--- src/rtl/add_serial_pkg.sv ---
// ----------------------------------------------------------------------------
// add_serial_pkg
// Shared definitions for the round-robin bit-serial adder scheduler.
//   DEF_NREQ      : default number of requesters
//   DEF_WIDTH     : default operand / sum width
//   sched_state_e : scheduler state encoding (IDLE=0, ADD=1, RESP=2)
// ----------------------------------------------------------------------------
package add_serial_pkg;

  localparam int DEF_NREQ  = 4;
  localparam int DEF_WIDTH = 8;

  typedef enum logic [1:0] {
    IDLE = 2'd0,
    ADD  = 2'd1,
    RESP = 2'd2
  } sched_state_e;

endpackage

--- src/rtl/serial_add_core.sv ---
// ----------------------------------------------------------------------------
// serial_add_core
// LSB-first bit-serial adder datapath: operand shift registers, partial sum
// shift register and carry flop. Sequencing comes from the instantiating
// scheduler. This block has no FSM.
// Ports:
//   clk        : clock, all logic on posedge
//   rst        : synchronous active-high reset (clears all registers)
//   clr        : synchronous clear, same effect as rst
//   load       : capture a_load/b_load, zero the sum and carry
//   shift      : perform one add bit and shift everything right by one
//   a_load     : operand A to load
//   b_load     : operand B to load
//   sum_next   : sum register value after the current shift
//   carry_next : carry after the current bit (majority of a[0], b[0], c)
// ----------------------------------------------------------------------------
module serial_add_core
  import add_serial_pkg::*;
#(
  parameter int WIDTH = DEF_WIDTH
) (
  input  logic             clk,
  input  logic             rst,
  input  logic             clr,
  input  logic             load,
  input  logic             shift,
  input  logic [WIDTH-1:0] a_load,
  input  logic [WIDTH-1:0] b_load,
  output logic [WIDTH-1:0] sum_next,
  output logic             carry_next
);

  logic [WIDTH-1:0] a_reg;
  logic [WIDTH-1:0] b_reg;
  logic [WIDTH-1:0] sum_reg;
  logic             carry_reg;
  logic             bit_sum;

  assign bit_sum    = a_reg[0] ^ b_reg[0] ^ carry_reg;
  assign carry_next = (a_reg[0] & b_reg[0]) | (a_reg[0] & carry_reg) |
                      (b_reg[0] & carry_reg);
  // Each new sum bit enters at the MSB so that after WIDTH shifts the first
  // (LSB) result bit has travelled down to bit 0.
  assign sum_next   = {bit_sum, sum_reg[WIDTH-1:1]};

  always_ff @(posedge clk) begin
    if (rst || clr) begin
      a_reg     <= '0;
      b_reg     <= '0;
      sum_reg   <= '0;
      carry_reg <= 1'b0;
    end else if (load) begin
      a_reg     <= a_load;
      b_reg     <= b_load;
      sum_reg   <= '0;
      carry_reg <= 1'b0;
    end else if (shift) begin
      a_reg     <= {1'b0, a_reg[WIDTH-1:1]};
      b_reg     <= {1'b0, b_reg[WIDTH-1:1]};
      sum_reg   <= sum_next;
      carry_reg <= carry_next;
    end
  end

endmodule

--- src/rtl/add_serial_sched.sv ---
// ----------------------------------------------------------------------------
// add_serial_sched
// Round-robin scheduler sharing one bit-serial adder among NREQ requesters.
// Per job: grant one requester, load its operands, run WIDTH LSB-first add
// cycles, then hold the result on a valid/ready response port.
// Optional build macro: ADD_SERIAL_SCHED_SAT_EN -- when defined, a final
// carry of 1 saturates rsp_sum to all-ones (rsp_cout still shows the carry).
// Ports:
//   clk       : clock, all logic on posedge
//   rst       : synchronous active-high reset
//   req       : per-requester request levels
//   a_in/b_in : operands, requester i at [i*WIDTH +: WIDTH]
//   gnt       : one-hot grant pulse on the accept cycle
//   busy      : high whenever not IDLE
//   rsp_valid : result valid
//   rsp_ready : consumer accepts result
//   rsp_id    : requester owning the result
//   rsp_sum   : sum (mod 2^WIDTH, or saturated with the macro)
//   rsp_cout  : carry out of the MSB
// ----------------------------------------------------------------------------
module add_serial_sched
  import add_serial_pkg::*;
#(
  parameter  int NREQ  = DEF_NREQ,
  parameter  int WIDTH = DEF_WIDTH,
  localparam int IDW   = $clog2(NREQ)
) (
  input  logic                  clk,
  input  logic                  rst,
  input  logic [NREQ-1:0]       req,
  input  logic [NREQ*WIDTH-1:0] a_in,
  input  logic [NREQ*WIDTH-1:0] b_in,
  output logic [NREQ-1:0]       gnt,
  output logic                  busy,
  output logic                  rsp_valid,
  input  logic                  rsp_ready,
  output logic [IDW-1:0]        rsp_id,
  output logic [WIDTH-1:0]      rsp_sum,
  output logic                  rsp_cout
);

  localparam int CNTW = $clog2(WIDTH) + 1;

  localparam logic [1:0] ST_IDLE = IDLE;
  localparam logic [1:0] ST_ADD  = ADD;
  localparam logic [1:0] ST_RESP = RESP;

  logic [1:0]       state_reg;
  logic [IDW-1:0]   ptr_reg;
  logic [CNTW-1:0]  count_reg;
  logic [NREQ-1:0]  gnt_reg;
  logic             rsp_valid_reg;
  logic [IDW-1:0]   rsp_id_reg;
  logic [WIDTH-1:0] rsp_sum_reg;
  logic             rsp_cout_reg;

  logic             pick_valid;
  logic [IDW-1:0]   pick_idx;
  logic [IDW-1:0]   ptr_next;
  logic             last_bit;
  logic             bad_state;
  logic             core_load;
  logic             core_shift;
  logic [WIDTH-1:0] sum_next;
  logic [WIDTH-1:0] sum_final;
  logic             carry_next;

  // Operand slices per requester.
  logic [WIDTH-1:0] a_sl [NREQ];
  logic [WIDTH-1:0] b_sl [NREQ];

  generate
    for (genvar gi = 0; gi < NREQ; gi++) begin : g_slice
      assign a_sl[gi] = a_in[gi*WIDTH +: WIDTH];
      assign b_sl[gi] = b_in[gi*WIDTH +: WIDTH];
    end
  endgenerate

  // Round-robin pick: scan offsets from the highest down so the smallest
  // offset from ptr (the first requester at or after ptr) ends up winning.
  always_comb begin
    pick_valid = 1'b0;
    pick_idx   = '0;
    for (int k = NREQ - 1; k >= 0; k--) begin
      if (req[(int'(ptr_reg) + k) % NREQ]) begin
        pick_valid = 1'b1;
        pick_idx   = IDW'((int'(ptr_reg) + k) % NREQ);
      end
    end
  end

  assign ptr_next   = IDW'((int'(pick_idx) + 1) % NREQ);
  assign last_bit   = (count_reg == CNTW'(WIDTH - 1));
  assign bad_state  = (state_reg != ST_IDLE) && (state_reg != ST_ADD) &&
                      (state_reg != ST_RESP);
  assign core_load  = (state_reg == ST_IDLE) && pick_valid;
  assign core_shift = (state_reg == ST_ADD);

`ifdef ADD_SERIAL_SCHED_SAT_EN
  assign sum_final = carry_next ? {WIDTH{1'b1}} : sum_next;
`else
  assign sum_final = sum_next;
`endif

  serial_add_core #(
    .WIDTH (WIDTH)
  ) u_core (
    .clk        (clk),
    .rst        (rst),
    .clr        (bad_state),
    .load       (core_load),
    .shift      (core_shift),
    .a_load     (a_sl[pick_idx]),
    .b_load     (b_sl[pick_idx]),
    .sum_next   (sum_next),
    .carry_next (carry_next)
  );

  always_ff @(posedge clk) begin
    if (rst) begin
      state_reg     <= ST_IDLE;
      ptr_reg       <= '0;
      count_reg     <= '0;
      gnt_reg       <= '0;
      rsp_valid_reg <= 1'b0;
      rsp_id_reg    <= '0;
      rsp_sum_reg   <= '0;
      rsp_cout_reg  <= 1'b0;
    end else begin
      gnt_reg <= '0;
      case (state_reg)
        ST_IDLE: begin
          if (pick_valid) begin
            gnt_reg    <= {{(NREQ-1){1'b0}}, 1'b1} << pick_idx;
            rsp_id_reg <= pick_idx;
            count_reg  <= '0;
            ptr_reg    <= ptr_next;
            state_reg  <= ST_ADD;
          end
        end
        ST_ADD: begin
          count_reg <= count_reg + 1'b1;
          if (last_bit) begin
            rsp_sum_reg   <= sum_final;
            rsp_cout_reg  <= carry_next;
            rsp_valid_reg <= 1'b1;
            state_reg     <= ST_RESP;
          end
        end
        ST_RESP: begin
          if (rsp_valid_reg && rsp_ready) begin
            rsp_valid_reg <= 1'b0;
            state_reg     <= ST_IDLE;
          end
        end
        default: begin
          // Unreachable encoding: recover to IDLE with reset outputs.
          state_reg     <= ST_IDLE;
          ptr_reg       <= '0;
          count_reg     <= '0;
          rsp_valid_reg <= 1'b0;
          rsp_id_reg    <= '0;
          rsp_sum_reg   <= '0;
          rsp_cout_reg  <= 1'b0;
        end
      endcase
    end
  end

  assign gnt       = gnt_reg;
  assign busy      = (state_reg == ST_ADD) || (state_reg == ST_RESP);
  assign rsp_valid = rsp_valid_reg;
  assign rsp_id    = rsp_id_reg;
  assign rsp_sum   = rsp_sum_reg;
  assign rsp_cout  = rsp_cout_reg;

endmodule
--- config.mk ---
export PLATFORM = sky130hd
export DESIGN_NAME = add_serial_sched
export DESIGN_NICKNAME = d
export VERILOG_FILES = /design/src/rtl/add_serial_pkg.sv /design/src/rtl/serial_add_core.sv /design/src/rtl/add_serial_sched.sv
export SDC_FILE = /design/constraint.sdc
export NUM_CORES = 1
export LEC_CHECK = 0
export BUFFER_PORTS_ARGS = -buffer_cell sky130_fd_sc_hd__buf_2
export CAP_MARGIN = 20
export CORE_MARGIN = 2
export CORE_UTILIZATION = 26
export DETAILED_ROUTE_END_ITERATION = 16
export GPL_TIMING_DRIVEN = 0
export PLACE_DENSITY_LB_ADDON = 0.15
export SKIP_LAST_GASP = 1
export SLEW_MARGIN = 20
export SYNTH_ARGS = -nofsm -noshare
export SYNTH_HDL_FRONTEND = slang
export SYNTH_SLANG_ARGS = --single-unit
--- constraint.sdc ---
create_clock -name clk -period 4.5 [get_ports clk]
set_clock_uncertainty 0.1 [all_clocks]
set_input_delay 0.675 -clock clk [delete_from_list [all_inputs] [get_ports clk]]
set_output_delay 0.675 -clock clk [all_outputs]
set_load 0.05 [all_outputs]
==> summary.md <==
| Metric | Value |
|---|---|
| CTS sink count | 48 |
| Resized cells post-CTS | 0 |
| Die height | 105 um |
| Reg2Reg Depth | 7 |
| Hpwl dp | 5660 um |
| Most common library cells after synthesis | 48 x dfxtp_1, 31 x a211oi_1, 22 x nand2_1 |
| Die extent in x | 105 um |
| CP startpoint kind | flip-flop |
| Top sig layer | met4 |
| Final routed DRC violation total | 0 |
| WL final | 7190 um |
| Core area | 9770 sq um |
| DRT antenna net count | 0 |
| First-pass GRT wire length | 12000 um |
| TritonCTS Buffers | 5 |
| Worst Hold Slack | 0.352 ns |
| WS Path Type | flip-flop to flip-flop |
| Fraction of the cycle the final worst path needs | 50.3% |
| Final TNS setup | 0 ns |
| Register bit total from synthesis | 48 |
| Worst-Margin Slew | 0.867 ns |
| Layout Area Growth over Synthesis | 25.7% |
| Worst setup EP type | flip-flop |
| Final Hold Viols | 0 |
| Slew HR | 41.8% |
| Combinational Power Share | 56.7% |
| Post-DR vias/cell | 4.79 |
| Synth Cell Area | 2630 sq um |
| Pwr dens | 597 nW/um^2 |
| Die ar. | 10900 sq um |
| Post-synth top area share | 36.6% |
| Worst skew pair latency | 0.30 ns |
| # IOs | 88 |
| Overall power | 1.97 mW |
| Detailed Routing Iterations Pass 1 | 4 |
| Most frequent cell after synthesis | dfxtp_1 |
| Root Driver | clkbuf_8 |
| Yosys top cell by area | dfxtp_1 |
| Drt first-iter violations | 73 |
| Signal arrival time at the worst endpoint | 2.39 ns |
| Setup Fix Bufs, Post-CTS | 0 |
| TritonCTS clock tree | yes |
| Main area contributors after synthesis | dfxtp_1 37%, a211oi_1 8.9%, mux2i_1 8.0%, mux2_2 5.6%, o21ai_0 3.8% |
| Final std cells w/o fill | 518 |
| Port Buf Inserts | 86 |
| Wire per inst | 13.9 um |
| Leak | 1.39 nW |
| Req. time, crit path | 4.63 ns |
| Async set-reset flop share out of synthesis | 0% |
| Syn avg cell area | 9.00 sq um |
| Clock share of power | 12.3% |
| RSZ-0062 raised after global routing | false |
| Maximum buffer depth of the clock tree | 2 |
| Initial antenna violation count | 0 |
| Vias in the first global route | 2492 |
| Mapped Cells | 292 |
| Met1 Routed Length | 3470 um |
| Initial core utilization | 26.9% |
| Post-synth EDFFs | 0 |
| Status | finished clean |
| Hold-fix buffers, CTS | 0 |
| GPL Wtd Cong | 0.710 |
| Metal3 WL | 307 um |
| Ys flop type | dfxtp_1 |
| Final setup violation count | 0 |
| Min Tclk post-route | 2.26 ns |
| Nets@finish | 462 |
| Fmax | 442 MHz |
| Critical path peak fanout | 10 |
| Pin count of the biggest net entering global routing | 14 |
| NetSw | 886 uW |
| Worst R2R Start | state_reg[1] |
| Worst-path clk slew | 0.08 ns |
| Max Cap Viol | 0 |
| Gr usage total | 13.4% |
| H-tree Lvls | 2 |
| Syn_nets | 369 |
| Register area share after synthesis | 36.6% |
| Met2 WL | 3370 um |
| Total grt overflow | 0 |
| Synth unique cells | 46 |
| YS warnings | 0 |
| Worst Hold Depth | 2 |
| Internal power | 1.08 mW |
| Switch share | 45.0% |
| Placed insts | 511 |
| Share of layout cells above drive strength 1 | 33.5% |
| Max-slew violations | 0 |
| ANT cells | 0 |
| Rows | 36 |
| Worst Setup SP | state_reg[1] |
| Flop pwr share | 31.0% |
| HP Class | flip-flop to flip-flop |
| DR vias | 2482 |
| Beginning of the worst hold path | rsp_sum[0] |
| Worst-case vdd ir drop | 0.000203 V |
| Utilization after layout | 33.8% |
==> worst max-delay path, stage by stage (launching register included) <==
cell	delay (ns)
dfxtp_1	0.40
inv_1	0.08
ha_1	0.17
buf_2	0.16
buf_2	0.22
a211oi_1	0.73
nand3_1	0.16
a21oi_1	0.16
==> power groups by stage <==
stage | clock network, mW | logic (mW) | registers [mW]
after floorplan | 0 | 0.792 | 0.665
after global placement | 0 | 1.12 | 0.621
after detailed placement | 0 | 1.13 | 0.623
after CTS | 0.252 | 1.13 | 0.613
after global routing | 0.271 | 1.24 | 0.627
final | 0.243 | 1.12 | 0.611
==> logic make-up (layout without fill, tap and decap cells) <==
kind of cell | after synthesis | in the layout | synth area share [%]
DFF | 48 | 48 | 36.6
adders and majority gates | 6 | 6 | 3.14
xor gates and xnor gates | 1 | 1 | 0.333
buffers and inverters | 26 | 119 | 4.71
and+or+nand+nor | 91 | 91 | 18.1
AOI/OAI and AO/OA | 84 | 84 | 22.4
muxes | 36 | 36 | 14.7
==> metal layers <==
metal  global-route usage, %  vias to the layer above
met5                       0                        -
met4                    2.61                        0
met3                    2.51                        4
met2                    22.6                       57
met1                    17.9                     1165
li1                        -                     1256
==> placed cells by master (no fill, tap or decap), types with 2 or more instances in the layout <==
cell type	count
and3_1	14
a22oi_1	3
nand2_2	2
a2bb2oi_1	2
mux2_2	13
inv_1	7
a21oi_1	13
a211oi_2	2
o21bai_1	2
a211oi_1	31
nand3b_1	2
nand3_1	13
ha_1	5
nor3_1	5
a221o_1	2
dfxtp_1	48
clkbuf_8	5
mux2i_1	21
nor2b_2	2
clkbuf_1	11
mux2_4	2
nor2_1	17
o21ai_0	20
nand2_1	22
nor2b_1	3
nand2b_1	3
or3_1	2
buf_2	93
==> path summary, 6_finish.rpt <==
path	end	slack, ns
min reg2reg	rsp_sum[0]	0.35
max reg2reg	rsp_sum[0]	2.24
max	rsp_sum[0]	2.24
min	rsp_sum[0]	0.35
==> stage by stage <==
| step | setup WS, ns | instance area [sq um] |
|---|---|---|
| floorplan | 2.36 | 2630 |
| global placement | 1.97 | 3220 |
| detailed placement | 1.93 | 3220 |
| CTS | 2.22 | 3300 |
| global route | 1.98 | 3300 |
| finish | 2.24 | 3300 |
==> final cells by class <==
type	count	area, sq um
well taps	133	166
multi-input cells	218	1540
flip-flops and latches	48	961
fillers	1092	6470
plain buffers	19	97.6
repair buffers	86	430
clock buffers	6	72.6
inverters	7	26.3
clock inverters	1	5.00
No activity file was read; power rests on OpenSTA's default activity.
